`config.mk`:
```
export PLATFORM = sky130hd
export DESIGN_NAME = flex_counter_bank_flat
export DESIGN_NICKNAME = d
export VERILOG_FILES = /design/src/rtl/flex_counter_pkg.sv /design/src/rtl/flex_counter_bank_if.sv /design/src/rtl/flex_counter_ch.sv /design/src/rtl/flex_counter_bank.sv /design/src/flat_wrapper.sv
export SDC_FILE = /design/constraint.sdc
export NUM_CORES = 1
export LEC_CHECK = 0
export BUFFER_PORTS_ARGS = -buffer_cell sky130_fd_sc_hd__clkbuf_2
export CAP_MARGIN = 15
export CORE_AREA = 2 2 90 92
export CTS_CLUSTER_DIAMETER = 200
export DETAILED_ROUTE_END_ITERATION = 10
export DIE_AREA = 0 0 92 94
export MAX_ROUTING_LAYER = met4
export PLACE_DENSITY = 0.83
export REMOVE_ABC_BUFFERS = 1
export SYNTH_ARGS = -nofsm -noshare
export SYNTH_HDL_FRONTEND = slang
export SYNTH_HIERARCHICAL = 1
export SYNTH_SLANG_ARGS = --single-unit
```
`constraint.sdc`:
```
create_clock -name clk -period 5.7 [get_ports clk]
set_input_delay 0.285 -clock clk [delete_from_list [all_inputs] [get_ports clk]]
set_output_delay 0.285 -clock clk [all_outputs]
set_load 0.03 [all_outputs]
```
`src/rtl/flex_counter_pkg.sv`:
```
// Shared constants and helpers for the flexible counter bank.
package flex_counter_pkg;

    localparam logic DIR_UP    = 1'b0;
    localparam logic DIR_DOWN  = 1'b1;
    localparam logic MODE_WRAP = 1'b0;
    localparam logic MODE_SAT  = 1'b1;

    localparam int DEFAULT_CNT_BITS = 4;
    localparam int MAX_CNT_BITS     = 32;

    // Terminal value: the limit when counting up, one when counting down.
    function automatic logic [MAX_CNT_BITS-1:0] terminal_sel(
        input logic                    dir,
        input logic [MAX_CNT_BITS-1:0] limit
    );
        return (dir == DIR_DOWN) ? MAX_CNT_BITS'(1) : limit;
    endfunction

endpackage

```
`src/rtl/flex_counter_bank_if.sv`:
```
// Packed per-channel control and status buses of the counter bank.
// FLEX_COUNTER_BANK_IRQ_EN adds the sticky interrupt signals.
interface flex_counter_bank_if
    import flex_counter_pkg::*;
#(
    parameter int NUM_CH       = 4,
    parameter int NUM_CNT_BITS = DEFAULT_CNT_BITS
);
    logic [NUM_CH-1:0]              clear;
    logic [NUM_CH-1:0]              count_enable;
    logic [NUM_CH-1:0]              count_down;
    logic [NUM_CH-1:0]              sat_mode;
    logic [NUM_CH-1:0]              load;
    logic [NUM_CH*NUM_CNT_BITS-1:0] load_val;
    logic [NUM_CH*NUM_CNT_BITS-1:0] rollover_val;
    logic [NUM_CH*NUM_CNT_BITS-1:0] count_out;
    logic [NUM_CH-1:0]              rollover_flag;
    logic [NUM_CH-1:0]              rollover_pulse;
`ifdef FLEX_COUNTER_BANK_IRQ_EN
    logic [NUM_CH-1:0]              irq_clear;
    logic [NUM_CH-1:0]              irq_status;
    logic                           irq;
`endif

    modport master (
        output clear, count_enable, count_down, sat_mode, load, load_val, rollover_val,
        input  count_out, rollover_flag, rollover_pulse
`ifdef FLEX_COUNTER_BANK_IRQ_EN
        , output irq_clear, input irq_status, irq
`endif
    );

    modport slave (
        input  clear, count_enable, count_down, sat_mode, load, load_val, rollover_val,
        output count_out, rollover_flag, rollover_pulse
`ifdef FLEX_COUNTER_BANK_IRQ_EN
        , input irq_clear, output irq_status, irq
`endif
    );
endinterface

```
`src/rtl/flex_counter_ch.sv`:
```
// One flexible counter channel: up/down, load, wrap/saturate, flag and pulse.
module flex_counter_ch
    import flex_counter_pkg::*;
#(
    parameter int NUM_CNT_BITS = DEFAULT_CNT_BITS
) (
    input  logic                    clk,
    input  logic                    n_rst,
    input  logic                    clear,
    input  logic                    count_enable,
    input  logic                    count_down,
    input  logic                    sat_mode,
    input  logic                    load,
    input  logic [NUM_CNT_BITS-1:0] load_val,
    input  logic [NUM_CNT_BITS-1:0] rollover_val,
    output logic [NUM_CNT_BITS-1:0] count_out,
    output logic                    rollover_flag,
    output logic                    rollover_pulse
);
    localparam logic [NUM_CNT_BITS-1:0] ONE = NUM_CNT_BITS'(1);

    logic [NUM_CNT_BITS-1:0] next_count;
    logic [NUM_CNT_BITS-1:0] term_val;
    logic                    limit_zero;
    logic                    at_term;

    always_comb begin
        term_val   = NUM_CNT_BITS'(terminal_sel(count_down, MAX_CNT_BITS'(rollover_val)));
        limit_zero = (rollover_val == '0);
        next_count = count_out;
        if (clear) begin
            next_count = '0;
        end else if (load) begin
            next_count = load_val;
        end else if (count_enable && !limit_zero) begin
            // Out-of-range counts (e.g. after a raw load) snap to the terminal path.
            if (count_down == DIR_UP) begin
                if (count_out >= rollover_val)
                    next_count = (sat_mode == MODE_SAT) ? rollover_val : ONE;
                else
                    next_count = count_out + ONE;
            end else begin
                if (count_out <= ONE)
                    next_count = (sat_mode == MODE_SAT) ? ONE : rollover_val;
                else
                    next_count = count_out - ONE;
            end
        end
        at_term = (next_count == term_val) && !limit_zero;
    end

    always_ff @(posedge clk or negedge n_rst) begin
        if (!n_rst) begin
            count_out      <= '0;
            rollover_flag  <= 1'b0;
            rollover_pulse <= 1'b0;
        end else begin
            count_out      <= next_count;
            rollover_flag  <= at_term;
            // Pulse only on a counted arrival, never while holding or after load/clear.
            rollover_pulse <= at_term && count_enable && !clear && !load &&
                              (count_out != next_count);
        end
    end

endmodule

```
`src/rtl/flex_counter_bank.sv`:
```
// Bank of independent flexible counters; slices the packed buses per channel.
// Optional sticky interrupt logic is built when FLEX_COUNTER_BANK_IRQ_EN is defined.
module flex_counter_bank
    import flex_counter_pkg::*;
#(
    parameter int NUM_CNT_BITS = DEFAULT_CNT_BITS,
    parameter int NUM_CH       = 4
) (
    input logic                 clk,
    input logic                 n_rst,
    flex_counter_bank_if.slave  bus
);

    for (genvar i = 0; i < NUM_CH; i++) begin : g_ch
        flex_counter_ch #(
            .NUM_CNT_BITS(NUM_CNT_BITS)
        ) u_ch (
            .clk           (clk),
            .n_rst         (n_rst),
            .clear         (bus.clear[i]),
            .count_enable  (bus.count_enable[i]),
            .count_down    (bus.count_down[i]),
            .sat_mode      (bus.sat_mode[i]),
            .load          (bus.load[i]),
            .load_val      (bus.load_val[i*NUM_CNT_BITS +: NUM_CNT_BITS]),
            .rollover_val  (bus.rollover_val[i*NUM_CNT_BITS +: NUM_CNT_BITS]),
            .count_out     (bus.count_out[i*NUM_CNT_BITS +: NUM_CNT_BITS]),
            .rollover_flag (bus.rollover_flag[i]),
            .rollover_pulse(bus.rollover_pulse[i])
        );
    end

`ifdef FLEX_COUNTER_BANK_IRQ_EN
    // A new pulse beats a coincident clear so no rollover is ever lost.
    always_ff @(posedge clk or negedge n_rst) begin
        if (!n_rst) begin
            bus.irq_status <= '0;
            bus.irq        <= 1'b0;
        end else begin
            bus.irq_status <= (bus.irq_status & ~bus.irq_clear) | bus.rollover_pulse;
            bus.irq        <= |bus.irq_status;
        end
    end
`endif

endmodule
```
`src/flat_wrapper.sv`:
```
// flat-port wrapper written by rule: the top's interface ports become plain ports
module flex_counter_bank_flat import flex_counter_pkg::*;
#(
    parameter int NUM_CNT_BITS = DEFAULT_CNT_BITS,
    parameter int NUM_CH       = 4
)
  (clk, n_rst, bus_clear, bus_count_enable, bus_count_down, bus_sat_mode, bus_load, bus_load_val, bus_rollover_val, bus_count_out, bus_rollover_flag, bus_rollover_pulse);
  flex_counter_bank_if #(.NUM_CH(NUM_CH), .NUM_CNT_BITS(NUM_CNT_BITS)) bus_i ();
  input logic clk;
  input logic n_rst;
  input wire logic [$bits(bus_i.clear)-1:0] bus_clear;
  input wire logic [$bits(bus_i.count_enable)-1:0] bus_count_enable;
  input wire logic [$bits(bus_i.count_down)-1:0] bus_count_down;
  input wire logic [$bits(bus_i.sat_mode)-1:0] bus_sat_mode;
  input wire logic [$bits(bus_i.load)-1:0] bus_load;
  input wire logic [$bits(bus_i.load_val)-1:0] bus_load_val;
  input wire logic [$bits(bus_i.rollover_val)-1:0] bus_rollover_val;
  output wire logic [$bits(bus_i.count_out)-1:0] bus_count_out;
  output wire logic [$bits(bus_i.rollover_flag)-1:0] bus_rollover_flag;
  output wire logic [$bits(bus_i.rollover_pulse)-1:0] bus_rollover_pulse;
  assign bus_i.clear = bus_clear;
  assign bus_i.count_enable = bus_count_enable;
  assign bus_i.count_down = bus_count_down;
  assign bus_i.sat_mode = bus_sat_mode;
  assign bus_i.load = bus_load;
  assign bus_i.load_val = bus_load_val;
  assign bus_i.rollover_val = bus_rollover_val;
  assign bus_count_out = bus_i.count_out;
  assign bus_rollover_flag = bus_i.rollover_flag;
  assign bus_rollover_pulse = bus_i.rollover_pulse;
  flex_counter_bank #(.NUM_CNT_BITS(NUM_CNT_BITS), .NUM_CH(NUM_CH)) u_core (.clk(clk), .n_rst(n_rst), .bus(bus_i));
endmodule
```
==> summary.md <==
| Metric | Value |
|---|---|
| FILL cells | 714 |
| Number of flops mapped to enable cells by yosys | 0 |
| Min cycle time layout | 3.180 ns |
| Setup TNS | 0 ns |
| Detail Placement HPWL | 9.448 mm |
| NetSw | 406.2 uW |
| # DRC | 0 |
| I/O Pins | 78 |
| Multi-input logic area | 3383 um2 |
| Share of the yosys chip area belonging to registers | 13.44% |
| Pre-CTS WS | 2.609 ns |
| Drt pass-1 iters | 4 |
| MaxCap Viol Count | 0 |
| Share of cells above drive strength 1 | 22.71% |
| WHS | -0.008234 ns |
| DR WL/cell | 17.51 um |
| All-Layer GR Usage | 29.44% |
| Via density | 6.754 |
| H-Tree Depth | 1 |
| Initial antenna violation count | 0 |
| Worst-path clk slew | 0.09 ns |
| Vias in the first global route | 4,378 |
| Failing checks | hold timing |
| Fin. max-slew vios | 0 |
| WP data required | 5.91 ns |
| First-pass GRT wire length | 20.84 mm |
| Internal power | 469.1 uW |
| Startpoint type of the worst setup path | flip-flop |
| Cell type with the largest total area after synthesis | dfrtp_1 |
| Post-CTS sizing | 0 |
| Port-buffer cells | 77 |
| Reg area | 600.6 um2 |
| Fmax | 314.4 MHz |
| Endpoint class of the critical path | flip-flop |
| Die area | 8648 um2 |
| Slew headroom | 24.11% |
| Maximum number of pins on one net before global-route repair | 25 |
| Top-count cell post-synth | nor2_1 |
| Total power | 875.3 uW |
| Fin crit share | 55.79% |
| Yosys top cell area share | 13.44% |
| Total Wirelength | 12.66 mm |
| Synth top area cells | dfrtp_1 13%, ha_1 7.8%, nor2_1 5.4% |
| Leakage | 2.085 nW |
| Clock Skew | 0.005255 ns |
| Status | complete, but fails checks |
| # rows | 32 |
| CORE AREA | 7607 um2 |
| Initial core utilization | 58.75% |
| Die height | 94 um |
| Clk root buf | clkbuf_8 |
| Starting DRC count in detailed routing | 401 |
| Die width | 92 um |
| Power density of the placed cells | 185.5 nW/um2 |
| Clock Power Share | 17.3% |
| Final GP Congestion | 0.9713 |
| Logic pwr share | 55.6% |
| Post-CTS Setup Repair Bufs | 0 |
| Max IR drop VDD | 0.1305 mV |
| Nets | 704 |
| CTS tree | built |
| Hold WC Path Type | in -> async |
| CTS max path bufs | 2 |
| Overflow after GRT | 0 |
| Post-synth ARST share | 100.0% |
| Final hold viol count | 6 |
| Primary FF master, synth | dfrtp_1 |
| Antenna viol nets, final | 0 |
| Clock latency on the worst-skew pair | 0.27 ns |
| Setup CP Type | reg -> reg |
| Worst setup margin | 2.520 ns |
| YS warnings | 6 |
| Clock sinks | 24 |
| CTS Buf Count | 3 |
| P&R area growth vs syn | 5.571% |
| Top cells by count, synth | 64 x nor2_1, 40 x inv_1, 36 x nor3_1, 32 x nand3_1 |
| Sequential Power Share | 27.2% |
| Post-layout util | 62.02% |
| Synth Register Bits | 24 |
| RSZ-0062 raised after global routing | false |
| Least-Margin Pin Slew | 1.126 ns |
| Switch share | 46.41% |
| Syn Area/Cell | 7.706 um2 |
| Synth Instances | 580 |
| Final setup vio count | 0 |
| Antenna cells | 0 |
| Critical path peak fanout | 14 |
| Netlist cell types | 59 |
| Via count | 4,883 |
| Hold buffers post-CTS | 0 |
| CP arrival | 3.39 ns |
| Mapped Area | 4469 um2 |
## cells in the final DEF, fill, tap and decap left out, types with 20 or more instances in the layout
master	count
dfrtp_1	24
ha_1	28
nor3_1	36
inv_1	40
nor2_1	64
clkbuf_2	77
o21ai_0	20
nand2_1	28
nand3_1	32
a21oi_1	28
## area by class of cell
class	count	area share (%)
inverter	40	3.182
clock buffer	3	0.8751
tap	102	2.705
sequential	24	12.73
timing repair buffer	77	8.168
clock inverter	1	0.6364
multi-input combinational	476	71.70
## registers in the layout (all words and copies together) (netlist names)
signal / count
u_core/g_ch.u_ch/count_out: 16
u_core/g_ch.u_ch/rollover_flag: 4
u_core/g_ch.u_ch/rollover_pulse: 4
## logic make-up after synthesis
group / count (synthesis) / share of synthesized area (%)
and+or+nand+nor: 240 / 28.55
AOI/OAI and AO/OA: 188 / 35.05
buffers and inverters: 80 / 10.86
adders and majority gates: 28 / 7.839
DFF: 24 / 13.44
xor gates and xnor gates: 12 / 2.352
muxes: 8 / 1.904
## stage by stage
step	hold WS, ns	std cells	instance area [um2]
5_1_grt	0.04993	723	4718
3_5_place_dp	0.3148	719	4647
4_1_cts	0.01236	723	4718
3_3_place_gp	0.3171	719	4647
6_report	-0.008234	723	4718
2_1_floorplan	-0.01059	540	4134
## power by group through the flow
| stage | Clock, mW | Combinational [mW] | Sequential (mW) |
|---|---|---|---|
| 3_3_place_gp | 0 | 0.465 | 0.239 |
| 5_1_grt | 0.165 | 0.530 | 0.244 |
| 3_5_place_dp | 0 | 0.474 | 0.240 |
| 4_1_cts | 0.156 | 0.477 | 0.237 |
| 6_report | 0.151 | 0.486 | 0.238 |
| 2_1_floorplan | 0 | 0.313 | 0.254 |
## worst paths after layout
check / from / end / slack, ns / cells past startpoint
min in group clk: bus_count_enable[3] / u_core/g_ch[3].u_ch/rollover_pulse / 0.30 / 2
worst min-delay path: n_rst / u_core/g_ch[0].u_ch/count_out[0] / -0.008 / 1
worst min register to register: u_core/g_ch[0].u_ch/count_out[1] / u_core/g_ch[0].u_ch/count_out[1] / 0.97 / 2
max in group asynchronous: n_rst / u_core/g_ch[0].u_ch/rollover_flag / 5.32 / 1
worst max-delay path: u_core/g_ch[2].u_ch/count_out[0] / u_core/g_ch[2].u_ch/rollover_pulse / 2.52 / 10
worst max register to register: u_core/g_ch[2].u_ch/count_out[0] / u_core/g_ch[2].u_ch/rollover_pulse / 2.52 / 10
## layer usage
layer | vias to the layer above | global-route usage [%] | share of wire, %
met3 | 25 | 1.204 | 7.3
li1 | 2280 | - | -
met5 | - | - | 0
met4 | 0 | 8.955 | 2.1
met2 | 274 | 48.28 | 48
met1 | 2304 | 39.75 | 42
## critical path: stages (launching register included)
cell and delay (ns):
dfrtp_1 0.65, inv_1 0.21, ha_1 0.32, or4_1 0.53, o31ai_1 0.08, a21oi_1 0.13, o21ai_2 0.17, a31o_1 0.24
mux2i_1 0.15, a2111oi_4 0.41, o2111a_1 0.23
(Power assumes the default switching activity.)
